**config.mk**
```make
export PLATFORM = sky130hd
export DESIGN_NAME = dp_share_sched_flat
export DESIGN_NICKNAME = d
export VERILOG_FILES = /design/src/rtl/dp_share_pkg.sv /design/src/rtl/dp_share_sched_if.sv /design/src/rtl/dp_share_tag_fifo.sv /design/src/rtl/dp_share_sched.sv /design/src/flat_wrapper.sv
export SDC_FILE = /design/constraint.sdc
export NUM_CORES = 1
export LEC_CHECK = 0
export ABC_CLOCK_PERIOD_IN_PS = 8400
export CAP_MARGIN = 20
export CORE_ASPECT_RATIO = 1.2
export CORE_MARGIN = 2
export CORE_UTILIZATION = 49
export CTS_CLUSTER_SIZE = 30
export DETAILED_ROUTE_END_ITERATION = 8
export GPL_TIMING_DRIVEN = 0
export PLACE_DENSITY = 0.91
export SLEW_MARGIN = 20
export SYNTH_ARGS = -nofsm -noshare
export SYNTH_HDL_FRONTEND = slang
export SYNTH_HIERARCHICAL = 1
export SYNTH_SLANG_ARGS = --single-unit
```
**constraint.sdc**
```tcl
create_clock -name i_clk -period 8.4 [get_ports i_clk]
set_input_delay 1.68 -clock i_clk [delete_from_list [all_inputs] [get_ports i_clk]]
set_output_delay 1.68 -clock i_clk [all_outputs]
set_load 0.1 [all_outputs]
```
**src/rtl/dp_share_pkg.sv**
```systemverilog
// Shared types and helpers for the datapath-sharing scheduler.
package dp_share_pkg;

  typedef enum logic [1:0] {
    IDLE  = 2'd0,
    RUN   = 2'd1,
    DRAIN = 2'd2
  } sched_state_t;

  // Width of a requester tag; never narrower than one bit.
  function automatic int tag_width(input int num_req);
    return ($clog2(num_req) < 1) ? 1 : $clog2(num_req);
  endfunction

endpackage

```
**src/rtl/dp_share_sched_if.sv**
```systemverilog
// Bundle of requester, datapath and response signals around the scheduler.
interface dp_share_sched_if #(
  parameter int NUM_REQ = 4,
  parameter int DATA_W  = 16,
  parameter int RES_W   = 16
);
  logic [NUM_REQ-1:0]        req_vld;
  logic [NUM_REQ*DATA_W-1:0] req_data;
  logic [NUM_REQ-1:0]        req_rdy;
  logic                      dp_data_in_vld;
  logic [DATA_W-1:0]         dp_data_in;
  logic                      dp_data_out_vld;
  logic [RES_W-1:0]          dp_data_out;
  logic [NUM_REQ-1:0]        rsp_vld;
  logic [RES_W-1:0]          rsp_data;

  // Environment side: requesters plus the shared datapath.
  modport master (
    output req_vld, req_data, dp_data_out_vld, dp_data_out,
    input  req_rdy, dp_data_in_vld, dp_data_in, rsp_vld, rsp_data
  );

  // Scheduler side.
  modport slave (
    input  req_vld, req_data, dp_data_out_vld, dp_data_out,
    output req_rdy, dp_data_in_vld, dp_data_in, rsp_vld, rsp_data
  );
endinterface

```
**src/rtl/dp_share_tag_fifo.sv**
```systemverilog
// Tag FIFO remembering the owner of every transaction in flight, in issue order.
module dp_share_tag_fifo #(
  parameter int DEPTH = 8,
  parameter int WIDTH = 2
) (
  input  logic                   i_clk,
  input  logic                   i_rst,
  input  logic                   i_push,
  input  logic [WIDTH-1:0]       i_push_tag,
  input  logic                   i_pop,
  output logic [WIDTH-1:0]       o_head_tag,
  output logic                   o_full,
  output logic                   o_empty,
  output logic [$clog2(DEPTH):0] o_count
);
  localparam int PTR_W = $clog2(DEPTH);
  localparam int CNT_W = PTR_W + 1;

  logic [WIDTH-1:0] r_mem [DEPTH];
  logic [PTR_W-1:0] r_wr_ptr;
  logic [PTR_W-1:0] r_rd_ptr;
  logic [CNT_W-1:0] r_count;
  logic             w_push_ok;
  logic             w_pop_ok;

  // A pop on an empty FIFO is ignored; a push into a full FIFO only lands if a pop frees a slot.
  assign w_pop_ok   = i_pop && (r_count != '0);
  assign w_push_ok  = i_push && ((r_count != CNT_W'(DEPTH)) || w_pop_ok);
  assign o_head_tag = r_mem[r_rd_ptr];
  assign o_full     = (r_count == CNT_W'(DEPTH));
  assign o_empty    = (r_count == '0);
  assign o_count    = r_count;

  // Storage array, written at the tail; contents need no reset.
  always_ff @(posedge i_clk) begin
    if (w_push_ok) begin
      r_mem[r_wr_ptr] <= i_push_tag;
    end
  end

  // Pointers and fill level.
  always_ff @(posedge i_clk) begin
    if (i_rst) begin
      r_wr_ptr <= '0;
      r_rd_ptr <= '0;
      r_count  <= '0;
    end else begin
      if (w_push_ok) begin
        r_wr_ptr <= r_wr_ptr + PTR_W'(1);
      end
      if (w_pop_ok) begin
        r_rd_ptr <= r_rd_ptr + PTR_W'(1);
      end
      case ({w_push_ok, w_pop_ok})
        2'b10:   r_count <= r_count + CNT_W'(1);
        2'b01:   r_count <= r_count - CNT_W'(1);
        default: r_count <= r_count;
      endcase
    end
  end
endmodule

```
**src/rtl/dp_share_sched.sv**
```systemverilog
// Round-robin scheduler sharing one in-order streaming datapath among several requesters.
module dp_share_sched #(
  parameter int NUM_REQ = 4,
  parameter int DATA_W  = 16,
  parameter int RES_W   = 16,
  parameter int MAX_OUT = 8
) (
  input  logic            i_clk,
  input  logic            i_rst,
  input  logic            i_en,
  dp_share_sched_if.slave bus,
  output logic            o_busy,
  output logic            o_err_unexp
);
  import dp_share_pkg::*;

  localparam int TAG_W = tag_width(NUM_REQ);
  localparam int CNT_W = $clog2(MAX_OUT) + 1;

  sched_state_t       r_state;
  sched_state_t       w_state_nxt;
  logic [TAG_W-1:0]   r_rr_ptr;
  logic [TAG_W-1:0]   w_gnt_idx;
  logic [TAG_W-1:0]   w_cand;
  logic [TAG_W-1:0]   w_head_tag;
  logic [NUM_REQ-1:0] w_gnt_vec;
  logic               w_gnt;
  logic               w_pop;
  logic               w_fifo_full;
  logic               w_fifo_empty;
  logic [CNT_W-1:0]   w_cnt;
  logic               r_issue_vld;
  logic [DATA_W-1:0]  r_issue_data;
  logic [NUM_REQ-1:0] r_rsp_vld;
  logic [RES_W-1:0]   r_rsp_data;
  logic               r_err;

  // A result only retires a transaction when one is actually outstanding.
  assign w_pop              = bus.dp_data_out_vld && !w_fifo_empty;
  assign bus.req_rdy        = w_gnt_vec;
  assign bus.dp_data_in_vld = r_issue_vld;
  assign bus.dp_data_in     = r_issue_data;
  assign bus.rsp_vld        = r_rsp_vld;
  assign bus.rsp_data       = r_rsp_data;
  assign o_busy             = (r_state != IDLE) || (w_cnt != '0);
  assign o_err_unexp        = r_err;

  dp_share_tag_fifo #(
    .DEPTH (MAX_OUT),
    .WIDTH (TAG_W)
  ) u_tag_fifo (
    .i_clk      (i_clk),
    .i_rst      (i_rst),
    .i_push     (w_gnt),
    .i_push_tag (w_gnt_idx),
    .i_pop      (w_pop),
    .o_head_tag (w_head_tag),
    .o_full     (w_fifo_full),
    .o_empty    (w_fifo_empty),
    .o_count    (w_cnt)
  );

  // Next-state logic: drain only returns to idle once nothing is left in flight.
  always_comb begin
    w_state_nxt = r_state;
    case (r_state)
      IDLE:    if (i_en) w_state_nxt = RUN; else w_state_nxt = IDLE;
      RUN:     if (!i_en) w_state_nxt = DRAIN; else w_state_nxt = RUN;
      DRAIN: begin
        if (i_en) w_state_nxt = RUN;
        else if (w_cnt == '0) w_state_nxt = IDLE;
        else w_state_nxt = DRAIN;
      end
      default: w_state_nxt = IDLE;
    endcase
  end

  // State register.
  always_ff @(posedge i_clk) begin
    if (i_rst) r_state <= IDLE;
    else       r_state <= w_state_nxt;
  end

  // Round-robin arbiter: search starts one past the last winner; a full tag FIFO blocks all grants.
  always_comb begin
    w_gnt     = 1'b0;
    w_gnt_idx = r_rr_ptr;
    w_gnt_vec = '0;
    w_cand    = '0;
    if ((r_state == RUN) && !w_fifo_full) begin
      for (int i = 1; i <= NUM_REQ; i++) begin
        w_cand = TAG_W'((int'(r_rr_ptr) + i) % NUM_REQ);
        if (!w_gnt && bus.req_vld[w_cand]) begin
          w_gnt     = 1'b1;
          w_gnt_idx = w_cand;
        end else begin
          w_gnt_idx = w_gnt_idx;
        end
      end
      if (w_gnt) w_gnt_vec[w_gnt_idx] = 1'b1;
      else       w_gnt_vec = '0;
    end else begin
      w_gnt = 1'b0;
    end
  end

  // Issue register and arbitration pointer: the granted payload goes to the datapath next cycle.
  always_ff @(posedge i_clk) begin
    if (i_rst) begin
      r_issue_vld  <= 1'b0;
      r_issue_data <= '0;
      r_rr_ptr     <= '0;
    end else if (w_gnt) begin
      r_issue_vld  <= 1'b1;
      r_issue_data <= bus.req_data[w_gnt_idx*DATA_W +: DATA_W];
      r_rr_ptr     <= w_gnt_idx;
    end else begin
      r_issue_vld  <= 1'b0;
    end
  end

  // Response register: route each result to the owner at the FIFO head; data holds when idle.
  always_ff @(posedge i_clk) begin
    if (i_rst) begin
      r_rsp_vld  <= '0;
      r_rsp_data <= '0;
    end else if (w_pop) begin
      r_rsp_vld  <= NUM_REQ'(1) << w_head_tag;
      r_rsp_data <= bus.dp_data_out;
    end else begin
      r_rsp_vld  <= '0;
    end
  end

  // Sticky flag for a result that arrives with nothing outstanding.
  always_ff @(posedge i_clk) begin
    if (i_rst)                                    r_err <= 1'b0;
    else if (bus.dp_data_out_vld && w_fifo_empty) r_err <= 1'b1;
    else                                          r_err <= r_err;
  end
endmodule

```
**src/flat_wrapper.sv**
```systemverilog
// flat-port wrapper written by rule: the top's interface ports become plain ports
module dp_share_sched_flat import dp_share_pkg::*;
#(
  parameter int NUM_REQ = 4,
  parameter int DATA_W  = 16,
  parameter int RES_W   = 16,
  parameter int MAX_OUT = 8
)
  (i_clk, i_rst, i_en, o_busy, o_err_unexp, bus_req_vld, bus_req_data, bus_dp_data_out_vld, bus_dp_data_out, bus_req_rdy, bus_dp_data_in_vld, bus_dp_data_in, bus_rsp_vld, bus_rsp_data);
  dp_share_sched_if #(.NUM_REQ(NUM_REQ), .DATA_W(DATA_W), .RES_W(RES_W)) bus_i ();
  input  logic i_clk;
  input  logic i_rst;
  input  logic i_en;
  output logic o_busy;
  output logic o_err_unexp;
  input wire logic [$bits(bus_i.req_vld)-1:0] bus_req_vld;
  input wire logic [$bits(bus_i.req_data)-1:0] bus_req_data;
  input wire logic [$bits(bus_i.dp_data_out_vld)-1:0] bus_dp_data_out_vld;
  input wire logic [$bits(bus_i.dp_data_out)-1:0] bus_dp_data_out;
  output wire logic [$bits(bus_i.req_rdy)-1:0] bus_req_rdy;
  output wire logic [$bits(bus_i.dp_data_in_vld)-1:0] bus_dp_data_in_vld;
  output wire logic [$bits(bus_i.dp_data_in)-1:0] bus_dp_data_in;
  output wire logic [$bits(bus_i.rsp_vld)-1:0] bus_rsp_vld;
  output wire logic [$bits(bus_i.rsp_data)-1:0] bus_rsp_data;
  assign bus_i.req_vld = bus_req_vld;
  assign bus_i.req_data = bus_req_data;
  assign bus_i.dp_data_out_vld = bus_dp_data_out_vld;
  assign bus_i.dp_data_out = bus_dp_data_out;
  assign bus_req_rdy = bus_i.req_rdy;
  assign bus_dp_data_in_vld = bus_i.dp_data_in_vld;
  assign bus_dp_data_in = bus_i.dp_data_in;
  assign bus_rsp_vld = bus_i.rsp_vld;
  assign bus_rsp_data = bus_i.rsp_data;
  dp_share_sched #(.NUM_REQ(NUM_REQ), .DATA_W(DATA_W), .RES_W(RES_W), .MAX_OUT(MAX_OUT)) u_core (.i_clk(i_clk), .i_rst(i_rst), .i_en(i_en), .bus(bus_i), .o_busy(o_busy), .o_err_unexp(o_err_unexp));
endmodule
```
==> results of run 1 <==
final cells by class:
| class | count | area, um2 | area share, % |
|---|---|---|---|
| multi-input combinational | 265 | 1810 | 34.2 |
| sequential | 71 | 1580 | 29.9 |
| timing repair buffer | 130 | 1300 | 24.6 |
| clock buffer | 13 | 180 | 3.40 |
| buffer | 26 | 144 | 2.72 |
| inverter | 38 | 143 | 2.69 |
| tap | 90 | 113 | 2.13 |
| clock inverter | 3 | 22.5 | 0.425 |
state kept, by name (all words and copies together), names as in the netlist, named ones only:
name	count
u_core/bus.dp_data_in	16
u_core/bus.dp_data_in_vld	1
u_core/bus.rsp_data	16
u_core/bus.rsp_vld	4
u_core/o_err_unexp	1
u_core/r_rr_ptr	2
u_core/r_state	2
u_core/u_tag_fifo/o_count	4
u_core/u_tag_fifo/r_mem	16
u_core/u_tag_fifo/r_rd_ptr	3
u_core/u_tag_fifo/r_wr_ptr	3
worst max-delay path by stage:
stage,startpoint,end
after detailed placement,bus_req_vld[1],bus_req_rdy[3]
after global placement,bus_req_vld[1],bus_req_rdy[3]
after CTS,bus_req_vld[1],bus_req_rdy[2]
after floorplan,bus_req_vld[1],bus_req_rdy[3]
after global routing,bus_req_vld[1],bus_req_rdy[3]
final,bus_req_vld[1],bus_req_rdy[3]
critical path, stage by stage:
cell and delay, ns:
clkdlybuf4s50_1 0.47, nor2b_1 0.19, or3_1 0.35, buf_1 0.27
a21o_4 0.34, buf_6 0.16, nor2_1 0.10, clkdlybuf4s50_1 1.17
routing by layer:
layer / track usage (%) / up-vias / wire [um]
met4: 12.6 / 0 / 393
met2: 47.8 / 213 / 5720
met3: 5.61 / 43 / 736
met5: 0 / - / 0
met1: 29.1 / 1745 / 4130
li1: - / 1759 / -
where the power goes:
| group | internal [uW] | total [uW] | switching, uW |
|---|---|---|---|
| logic | 202 | 701 | 499 |
| clock network | 143 | 268 | 125 |
| registers | 400 | 441 | 41.0 |
| total | 745 | 1410 | 665 |
stage by stage:
| step | power [uW] | cell area, um2 | utilization [%] | setup slack, ns | cells |
|---|---|---|---|---|---|
| 2_1_floorplan | 953 | 3680 | - | 2.68 | 400 |
| 3_3_place_gp | 1120 | 5090 | 70.0 | 2.05 | 620 |
| 3_5_place_dp | 1140 | 5090 | 70.0 | 2.03 | 620 |
| 4_1_cts | 1410 | 5300 | 72.8 | 2.01 | 636 |
| 5_1_grt | 1470 | 5300 | 72.8 | 1.84 | 636 |
| 6_report | 1410 | 5300 | 72.8 | 1.97 | 636 |
logic make-up (layout without fill, tap and decap cells):
family | count (synthesis) | count (layout) | share of synthesized area, %
multiplexers | 9 | 9 | 3.88
AND/OR/NAND/NOR | 138 | 138 | 18.8
XOR/XNOR | 8 | 8 | 1.90
AO/OA/AOI/OAI | 105 | 105 | 22.7
adder cells (fa/ha/maj) | 5 | 5 | 1.90
flip-flops | 71 | 71 | 43.0
buffers and inverters | 64 | 210 | 7.79
synth_stat cells (all sizes together) (7+ instances only):
master   instances  share of area [%]
o21ai            7                1.7
o211ai          18                3.7
nor2            25                2.6
clkbuf          12                1.3
o311ai          15                3.6
edfxtp          16                 13
buf             14                2.7
a21oi           19                2.6
a32oi           15                3.6
nor3            21                2.9
dfxtp           55                 30
inv             37                3.8
nand2           51                5.2
o2111ai         15                3.6
==> results.md, run 1 <==
* Worst Path Required at 6.72 ns
* Syn_area_per_cell at 9.20 um2
* Hold WS at 0.461 ns
* Reg2Reg Depth at 15
* TritonCTS clock tree: yes
* Syn_nets at 493
* Detail Placement HPWL at 8210 um
* 1st-iter DRT viols at 280
* Die Y at 98.9 um
* Drt wl/cell at 17.3 um
* Setup-failing EPs final at 0
* # rows at 34
* End of the worst hold path: u_core/bus.rsp_data[2]$_SDFFE_PP0P_
* Core area at 0.00727 mm2
* Cells after Synth at 400
* Vias in the first global route at 3,839
* Setup TNS at 0 ns
* Post-synth ARST share at 0%
* Final period util at 76.5%
* Synth Register Bits at 71
* Most common cell after layout, fill and taps aside: clkdlybuf4s50_1
* Hold buffers post-CTS at 0
* Critical path class: primary input to output pin
* Diodes inserted at 0
* Post-CTS sizing at 0
* Crit path DAT at 4.75 ns
* Drt pass-1 iters at 5
* Die extent in x at 83.1 um
* Post-synth EDFFs at 16
* Layout cell share with drive strength beyond 1 at 8.24%
* Hold path cells at 2
* Number of antenna violations at the first check in global routing at 0
* Leakage at 0.00192 uW
* Fmax at 156 MHz
* Syn. warnings at 6
* Hold Crit Start: u_core/bus.rsp_data[2]$_SDFFE_PP0P_
* Synth Cell Area at 0.00368 mm2
* Final nets at 634
* CP startpoint kind: primary input
* Crit. End Element: output pin
* Residual DRC at 0
* Root buffer cell: clkbuf_8
* Filler cells at 502
* RSZ-0062 raised after global routing: no
* Clock sink total at 71
* I/O Buffers at 130
* Maximum vdd drop at 0.231 mV
* Max clock buf depth at 2
* Max cap viols at 0
* Routed Antenna Nets at 0
* Clock Latency Late Sink at 0.34 ns
* Synth cell types at 57
* Total grt overflow at 0
* Worst-path fanout max at 10
* CTS H-tree depth at 3
* HP Class: flip-flop to flip-flop
* Highest-count cells in the layout ignoring fill and taps: 130 x clkdlybuf4s50_1, 55 x dfxtp_1, 51 x nand2_1
* Seq/Total Area, Yosys at 43.0%
* Gr usage total at 26.3%
* Die area at 0.00822 mm2
* Routed WL at 11,000 um
* Worst R2R Start: u_core/u_tag_fifo/o_count[0]$_SDFFE_PP0P_
* Tightest Pin Transition at 1.02 ns
* Max_slew headroom at 31.6%
* Io pins at 131
* Crit path time final at 6.43 ns
* First-pass GRT wire length at 17,600 um
* Final GP Congestion at 0.881
* Post-CTS Setup Repair Bufs at 0
* Reg2Reg Setup Slack at 4.78 ns
* Status: completed
* Predominant post-synthesis flop cell: dfxtp_1
* Hold Vio Cnt, Final at 0
* Final Max Tran Viols at 0
* Via density at 5.91
* Routed via count at 3,760
* Clk slew on worst S/H paths at 0.06 ns
* Layout area overhead at 43.9%
* Initial Utilization at 50.6%
* Total CTS buffers at 9
* Largest net degree at the start of global routing at 18
* Pwr Density at 266 mW/mm2
* Skew final at 0.00907 ns
* Reg-to-reg endpoint: u_core/u_tag_fifo/o_count[3]$_SDFFE_PP0P_
Power figures use the tool's default switching activity.
==> run 2, diff against run 1 <==
--- a/config.mk
+++ b/config.mk
@@ -5,15 +5,15 @@
 export SDC_FILE = /design/constraint.sdc
 export NUM_CORES = 1
 export LEC_CHECK = 0
-export ABC_CLOCK_PERIOD_IN_PS = 8400
+export ABC_CLOCK_PERIOD_IN_PS = 6600
 export CAP_MARGIN = 20
 export CORE_ASPECT_RATIO = 1.2
 export CORE_MARGIN = 2
-export CORE_UTILIZATION = 49
+export CORE_UTILIZATION = 45
 export CTS_CLUSTER_SIZE = 30
 export DETAILED_ROUTE_END_ITERATION = 8
 export GPL_TIMING_DRIVEN = 0
-export PLACE_DENSITY = 0.91
+export PLACE_DENSITY = 0.85
 export SLEW_MARGIN = 20
 export SYNTH_ARGS = -nofsm -noshare
 export SYNTH_HDL_FRONTEND = slang
==> constraint.sdc (replaced) <==
create_clock -name i_clk -period 6.6 [get_ports i_clk]
set_input_delay 1.32 -clock i_clk [delete_from_list [all_inputs] [get_ports i_clk]]
set_output_delay 1.32 -clock i_clk [all_outputs]
set_load 0.1 [all_outputs]
==> results.md, run 2 (synthesized netlist as in run 1, its figures left out) <==
* Setup-failing EPs final at 0
* Hold Crit Start: u_core/bus.rsp_data[12]$_SDFFE_PP0P_
* Crit path time final at 5.67 ns
* Diodes inserted at 0
* RSZ-0062 raised after global routing: no
* Crit. End Element: output pin
* Reg2Reg Depth at 15
* Max cap viols at 0
* Worst Path Required at 5.28 ns
* Hold path cells at 2
* Hold buffers post-CTS at 0
* 1st-iter DRT viols at 197
* Total grt overflow at 0
* Die Y at 103 um
* Highest-count cells in the layout ignoring fill and taps: 130 x clkdlybuf4s50_1, 55 x dfxtp_1, 51 x nand2_1
* Routed via count at 3,680
* Placed instance area at 0.00510 mm2
* First-pass GRT wire length at 16,300 um
* Die area at 0.00892 mm2
* Final period util at 86.0%
* Drt pass-1 iters at 4
* Number of antenna violations at the first check in global routing at 0
* Tightest Pin Transition at 1.01 ns
* Final Max Tran Viols at 0
* Max clock buf depth at 2
* Cell area after layout at 0.00534 mm2
* Fmax at 176 MHz
* TritonCTS clock tree: yes
* I/O Buffers at 130
* Final nets at 634
* Hold Vio Cnt, Final at 0
* Die extent in x at 86.6 um
* Leakage at 0.00193 uW
* Cell Count, Final, Fillers Out at 641
* Tot Pwr at 1850 uW
* Reg-to-reg endpoint: u_core/u_tag_fifo/o_count[3]$_SDFFE_PP0P_
* Final GP Congestion at 0.861
* Layout area overhead at 45.0%
* Clock Latency Late Sink at 0.35 ns
* Via density at 5.74
* Drt wl/cell at 16.4 um
* Detail Placement HPWL at 7930 um
* Max_slew headroom at 32.2%
* Routed Antenna Nets at 0
* Skew final at 0.00905 ns
* Worst R2R Start: u_core/u_tag_fifo/o_count[0]$_SDFFE_PP0P_
* Crit path DAT at 4.35 ns
* Core area at 0.00802 mm2
* Worst-path fanout max at 10
* Initial Utilization at 45.9%
* Clock sink total at 71
* Layout cell share with drive strength beyond 1 at 8.06%
* Gr usage total at 23.4%
* Post-CTS Setup Repair Bufs at 0
* Setup TNS at 0 ns
* Vias in the first global route at 3,690
* Root buffer cell: clkbuf_8
* Most common cell after layout, fill and taps aside: clkdlybuf4s50_1
* Routed WL at 10,500 um
* Post-CTS sizing at 0
* Pwr Density at 347 mW/mm2
* Total CTS buffers at 9
* Dpl cells at 625
* Residual DRC at 0
* Clk slew on worst S/H paths at 0.07 ns
* Reg2Reg Setup Slack at 3.00 ns
* Largest net degree at the start of global routing at 18
* # rows at 36
* Maximum vdd drop at 0.188 mV
* Status: completed
* CP startpoint kind: primary input
* Io pins at 131
* End of the worst hold path: u_core/bus.rsp_data[12]$_SDFFE_PP0P_
* CTS H-tree depth at 3
* HP Class: flip-flop to flip-flop
* Critical path class: primary input to output pin
run 2: changes by cell type in the layout (fill, tap and decap cells not counted):
cell / change
bufinv_16: +3
clkbuf_16: -1
clkinv_4: -1
clkbuf_8: -2
clkinv_1: +1
run 2: worst max-delay path by stage:
stage,start,to,slack (ns),cells after the start
5_1_grt,bus_req_vld[1],bus_req_rdy[3],0.79,8
3_5_place_dp,bus_req_vld[1],bus_req_rdy[3],0.97,8
4_1_cts,bus_req_vld[1],bus_req_rdy[3],0.96,8
3_3_place_gp,bus_req_vld[1],bus_req_rdy[3],0.97,8
2_1_floorplan,bus_req_vld[1],bus_req_rdy[3],1.60,6
6_report,bus_req_vld[1],bus_req_rdy[3],0.93,8
run 2: report_power, final:
part           internal (uW)  leakage [uW]  switching [uW]
Combinational            257       0.00122             622
Clock                    251      0.000118             163
Sequential               509      0.000597            50.8
run 2: worst max-delay path: stages:
cell             delay, ns
clkdlybuf4s50_1       0.47
nor2b_1               0.18
or3_1                 0.34
buf_1                 0.27
a21o_4                0.33
buf_6                 0.15
nor2_1                0.13
clkdlybuf4s50_1       1.15
run 2: layout make-up:
cell class / count / area, um2
clock buffer: 10 / 128
clock inverter: 6 / 108
sequential: 71 / 1580
timing repair buffer: 130 / 1300
tap: 95 / 119
fill: 654 / 2680
buffer: 26 / 144
inverter: 38 / 143
multi-input combinational: 265 / 1810
run 2: through the flow:
step	worst slack, ns	hold WS [ns]	util [%]
after floorplan	1.60	0.485	-
after global placement	0.970	0.443	63.6
after detailed placement	0.970	0.448	63.6
after CTS	0.955	0.458	66.5
after global routing	0.793	0.473	66.5
final	0.927	0.459	66.5
run 2: per-layer routing:
layer | wire length (um) | up-vias | GRT usage (%)
met5 | 0 | - | 0
met4 | 162 | 0 | 8.65
met3 | 1060 | 16 | 7.21
met2 | 5400 | 206 | 43.8
met1 | 3890 | 1696 | 24.4
li1 | - | 1762 | -
